$ cat config.mk
export PLATFORM = sky130hd
export DESIGN_NAME = ifu
export DESIGN_NICKNAME = d
export VERILOG_FILES = /design/src/rtl/ifu.sv
export SDC_FILE = /design/constraint.sdc
export NUM_CORES = 1
export LEC_CHECK = 0
export ABC_AREA = 1
export BUFFER_PORTS_ARGS = -buffer_cell sky130_fd_sc_hd__buf_2
export CAP_MARGIN = 20
export CORE_UTILIZATION = 49
export CTS_CLUSTER_SIZE = 28
export DETAILED_ROUTE_END_ITERATION = 7
export PLACE_DENSITY = 0.81
export SETUP_SLACK_MARGIN = 0.2
export SLEW_MARGIN = 30
export SYNTH_ARGS = -nofsm -noshare
export SYNTH_HDL_FRONTEND = slang
export SYNTH_SLANG_ARGS = --single-unit
$ cat constraint.sdc
create_clock -name clk -period 1.8 [get_ports clk]
set_input_delay 0.36 -clock clk [delete_from_list [all_inputs] [get_ports clk]]
set_output_delay 0.36 -clock clk [all_outputs]
set_load 0.01 [all_outputs]
$ cat src/rtl/ifu.sv
// ifu: instruction fetch unit, one outstanding imem request feeding the ID register; define IFU_SKID_EN for a one-entry stall skid buffer
module ifu #(
  parameter logic [31:0] RESET_PC = 32'h8000_0000
) (
  input  logic        clk,
  input  logic        rstn,
  input  logic        stall,
  input  logic        j_flush,
  input  logic [31:0] jppc,
  input  logic        ex_flush,
  input  logic [31:0] ex_pc,
  output logic        imem_req,
  output logic [31:0] imem_addr,
  input  logic        imem_gnt,
  input  logic        imem_rvalid,
  input  logic [31:0] imem_rdata,
  output logic [31:0] id_pc,
  output logic [31:0] id_inst,
  output logic        id_valid
);
  localparam logic [31:0] NOP = 32'h0000_0013;
  typedef enum logic [1:0] {BOOT, REQ, RESP, HOLD} state_t;
  state_t state, state_nx;
  logic [31:0] pc, pc_nx, inst_nx, target;
  logic discard, discard_nx, deliver, redir;
`ifdef IFU_SKID_EN
  logic [31:0] skid, skid_nx;
`endif
  // EX redirect wins; a jump resolved in ID is meaningless while ID is frozen
  assign redir = ex_flush | (j_flush & ~stall);
  assign target = (ex_flush ? ex_pc : jppc) & ~32'h3;
  assign imem_req = (state == REQ) && !stall;
  assign imem_addr = pc;
  // next state, next pc and whether an instruction reaches ID this cycle
  always_comb begin
    state_nx = state;
    discard_nx = discard;
    deliver = 1'b0;
    inst_nx = imem_rdata;
`ifdef IFU_SKID_EN
    skid_nx = skid;
`endif
    case (state)
      BOOT: state_nx = REQ;
      REQ: if (imem_req && imem_gnt) begin
        state_nx = RESP;
        discard_nx = redir;
      end
      RESP: if (imem_rvalid) begin
        state_nx = REQ;
        discard_nx = 1'b0;
        deliver = !discard && !redir && !stall;
`ifdef IFU_SKID_EN
        if (!discard && !redir && stall) begin
          state_nx = HOLD;
          skid_nx = imem_rdata;
        end
`endif
      end else if (redir) discard_nx = 1'b1;
`ifdef IFU_SKID_EN
      HOLD: if (redir) state_nx = REQ;
      else if (!stall) begin
        state_nx = REQ;
        deliver = 1'b1;
        inst_nx = skid;
      end
`endif
      default: state_nx = BOOT;
    endcase
    pc_nx = redir ? target : deliver ? pc + 32'd4 : pc;
  end
  // fetch state, pc and discard flag
  always_ff @(posedge clk or negedge rstn)
    if (!rstn) begin
      state <= BOOT;
      pc <= RESET_PC & ~32'h3;
      discard <= 1'b0;
`ifdef IFU_SKID_EN
      skid <= 32'h0;
`endif
    end else begin
      state <= state_nx;
      pc <= pc_nx;
      discard <= discard_nx;
`ifdef IFU_SKID_EN
      skid <= skid_nx;
`endif
    end
  // ID register: load on delivery, hold on stall, otherwise a NOP bubble
  always_ff @(posedge clk or negedge rstn)
    if (!rstn) begin
      id_valid <= 1'b0;
      id_inst <= NOP;
      id_pc <= 32'h0;
    end else if (redir || (!stall && !deliver)) begin
      id_valid <= 1'b0;
      id_inst <= NOP;
    end else if (deliver) begin
      id_valid <= 1'b1;
      id_inst <= inst_nx;
      id_pc <= pc;
    end
endmodule

==> impl_metrics.toml <==
[outcome]
status = "finished, final reports clean"

[floorplan]
die-area_um2 = 10500
boundaryPins = 201
die_x_um = 103
fp-row-count = 36
start_util = 0.508
core_area_um2 = 9770
die_h_um = 103

[cts]
cts_max_level = 3
cts_tree = "built"
clock_sinks = 96
numCtsBuffers = 9
cts_buffer_depth = 2
cts-root-buf = "clkbuf_8"
cts.clk_slew.worst_paths_ns = 0.10
insertion_delay_ns = 0.37

[global_routing]
grt_max_degree = 57
grt_pass1_wl_um = 21800
grt_overflow_total = 0
grt_pass1_vias = 4556
antenna_found_initial = 0
grtUsageTotal = 0.271

[sta]
final_hold_viol_count = 0
slew_viol_final = 0
tightest_slew_ns = 0.597
slew_headroom = 0.602
worst_slack_ns = 0.203
fmaxAchievable_ghz = 0.626
fin_tns_setup_ns = 0
post-route-period-util = 0.887
setup_viol = 0
grt_setup_unrepaired = "yes"
period_minus_slack_ns = 1.60
finClkSkew_ns = 0.0139

[worst_hold_path]
min_path_type = "in2reg"

[synth]
synth_top_area_cell = "dfrtp_1"
yosysSeqAreaShare = 0.485
ys_warn_count = 0
synth_area_leaders = "dfrtp_1 (46%), nand2_1 (17%), nor2_1 (6.8%), inv_1 (4.0%), o21ai_0 (3.4%)"
async_reset_ff_frac = 1.00
synth_edf_count = 0
synth_seq_cells = 96
syn_inst = 659
netlist.area_leader.share = 0.464
avgSynthCellArea_um2 = 7.53
synth_cell_types = 33
syn-cell-area_um2 = 4960
synth-main-ff-cell = "dfrtp_1"

[layout]
layout_common_cells = "nand2_1 (216), buf_2 (191), dfrtp_1 (87), nor2_1 (83), inv_1 (52)"
area_growth_pct = 32.5
final_cell_area_um2 = 6580
final_common_cell = "nand2_1"
n_antenna_cell = 0
nNetsFinal = 969
drive_above_1_share = 0.323

[pwr]
powerDensity_nw_per_um2 = 842
p_sw_frac = 0.351
p_int_mw = 3.59
comb_power_share = 0.266
sequentialPowerShare = 0.487
clockPowerShare = 0.247
vdd_drop_max_mv = 0.408
p_leak_nw = 3.65
power_mw = 5.54
switchingPower_mw = 1.94

[worst_setup_path]
start_kind = "flip-flop"
crit_fanout = 7
cp.arrival_ns = 1.91
critical_path_class = "reg2reg"
crit_required_ns = 2.11
endpoint_kind = "flip-flop"

[route]
via_count = 5177
first_pass_iters = 5
antenna_left = 0
route.detailed.drc = 0
viasPerCell = 5.16
avgRoutedWirePerCell_um = 14.4
drt-total-wl_um = 14500
first_iter_violations = 374

[run]
drv_cap = 0

[placed_design]
pre_cts_slack_ns = 0.0537
dp_hpwl_um = 10800
port_buffers = 192
place_congestion = 0.897
place_area_um2 = 6160
==> layer usage <==
layer  GRT usage  wire length (um)  vias up
met5           0                 0        -
met3      0.0447              1080       37
li1            -                 -     2511
met2       0.433              6650      238
met1       0.366              6330     2391
met4       0.119               386        0
==> area by class of cell <==
| type | count | area [um^2] |
|---|---|---|
| timing repair buffer | 224 | 1280 |
| clock inverter | 6 | 51.3 |
| sequential | 96 | 2410 |
| clock buffer | 10 | 138 |
| inverter | 55 | 209 |
| fill | 836 | 3200 |
| tap | 133 | 166 |
| multi-input combinational | 479 | 2320 |
==> power groups by stage <==
stage	sequential [mW]	clock, mW	combinational, mW
after floorplan	2.80	0	0.611
after global placement	2.71	0	1.32
after detailed placement	2.73	0	1.36
after CTS	2.69	1.40	1.38
after global routing	2.73	1.48	1.64
final	2.70	1.37	1.47
==> synthesized netlist by cell type (2+ instances only) <==
master and instances:
dfstp_2 4, inv_2 2, or2_2 4, o21ai_1 3
o21ai_0 34, o22a_1 2, a31oi_1 5, buf_2 11
nand3_1 25, a22o_1 15, buf_4 6, xor2_1 8
nand2_1 221, dfrtp_1 92, a21oi_1 29, nor2_2 4
clkbuf_1 15, inv_1 53, nor3_1 2, o211ai_1 6
and2_1 2, nand4_1 3, nor2_1 90, o31ai_1 13
nor2_4 2
==> per-stage QoR <==
stage / std cells / utilization / hold WS [ns]
floorplan: 662 / - / 0.0644
global placement: 974 / 0.630 / 0.397
detailed placement: 974 / 0.630 / 0.403
CTS: 993 / 0.655 / 0.167
global route: 1003 / 0.673 / 0.175
finish: 1003 / 0.673 / 0.177
==> sequential cells by signal, indices dropped and copies added (netlist names) <==
name	flops
state	2
id_inst	32
id_pc	30
id_valid	1
discard	1
imem_addr	30
==> cell families after synthesis <==
kind of cell               Yosys count  synth area share
and+or+nand+nor                    356             0.288
AOI/OAI and AO/OA                  109             0.135
DFF                                 96             0.485
buffers and inverters               87            0.0731
xor gates and xnor gates             8            0.0141
adders and majority gates            1           0.00252
other                                1          0.000756
muxes                                1           0.00202
==> what timing repair did <==
| item | in CTS | in global routing |
|---|---|---|
| pin swaps | 3 | 11 |
| endpoints found under the hold margin | 1 | 0 |
| buffers inserted | 2 | 10 |
| hold buffers | 1 | 0 |
| resized for setup | 9 | 29 |
| endpoints found under the setup margin | 20 | 87 |
==> worst max-delay path, cell delays in order, from the launching register on <==
cell	delay [ns]
dfrtp_1	0.43
ha_4	0.18
nand2_4	0.07
nor2_4	0.15
nand2_4	0.08
nor2_4	0.20
xor2_1	0.19
nand2_1	0.10
a21oi_2	0.14
==> worst paths after layout <==
kind | slack [ns] | endpoint | startpoint | depth (start not counted)
max reg2reg | 0.20 | imem_addr[16]$_DFFE_PN0P_ | imem_addr[3]$_DFFE_PN0P_ | 8
min reg2reg | 0.48 | id_valid$_DFFE_PN0P_ | id_valid$_DFFE_PN0P_ | 2
max in group asynchronous | 0.69 | imem_addr[14]$_DFFE_PN0P_ | rstn | 3
min | 0.18 | id_inst[31]$_DFFE_PN0P_ | imem_rdata[31] | 3
max | 0.20 | imem_addr[16]$_DFFE_PN0P_ | imem_addr[3]$_DFFE_PN0P_ | 8
min in group asynchronous | 0.54 | imem_addr[21]$_DFFE_PN0P_ | rstn | 2
No activity file was read; power rests on OpenSTA's default activity.
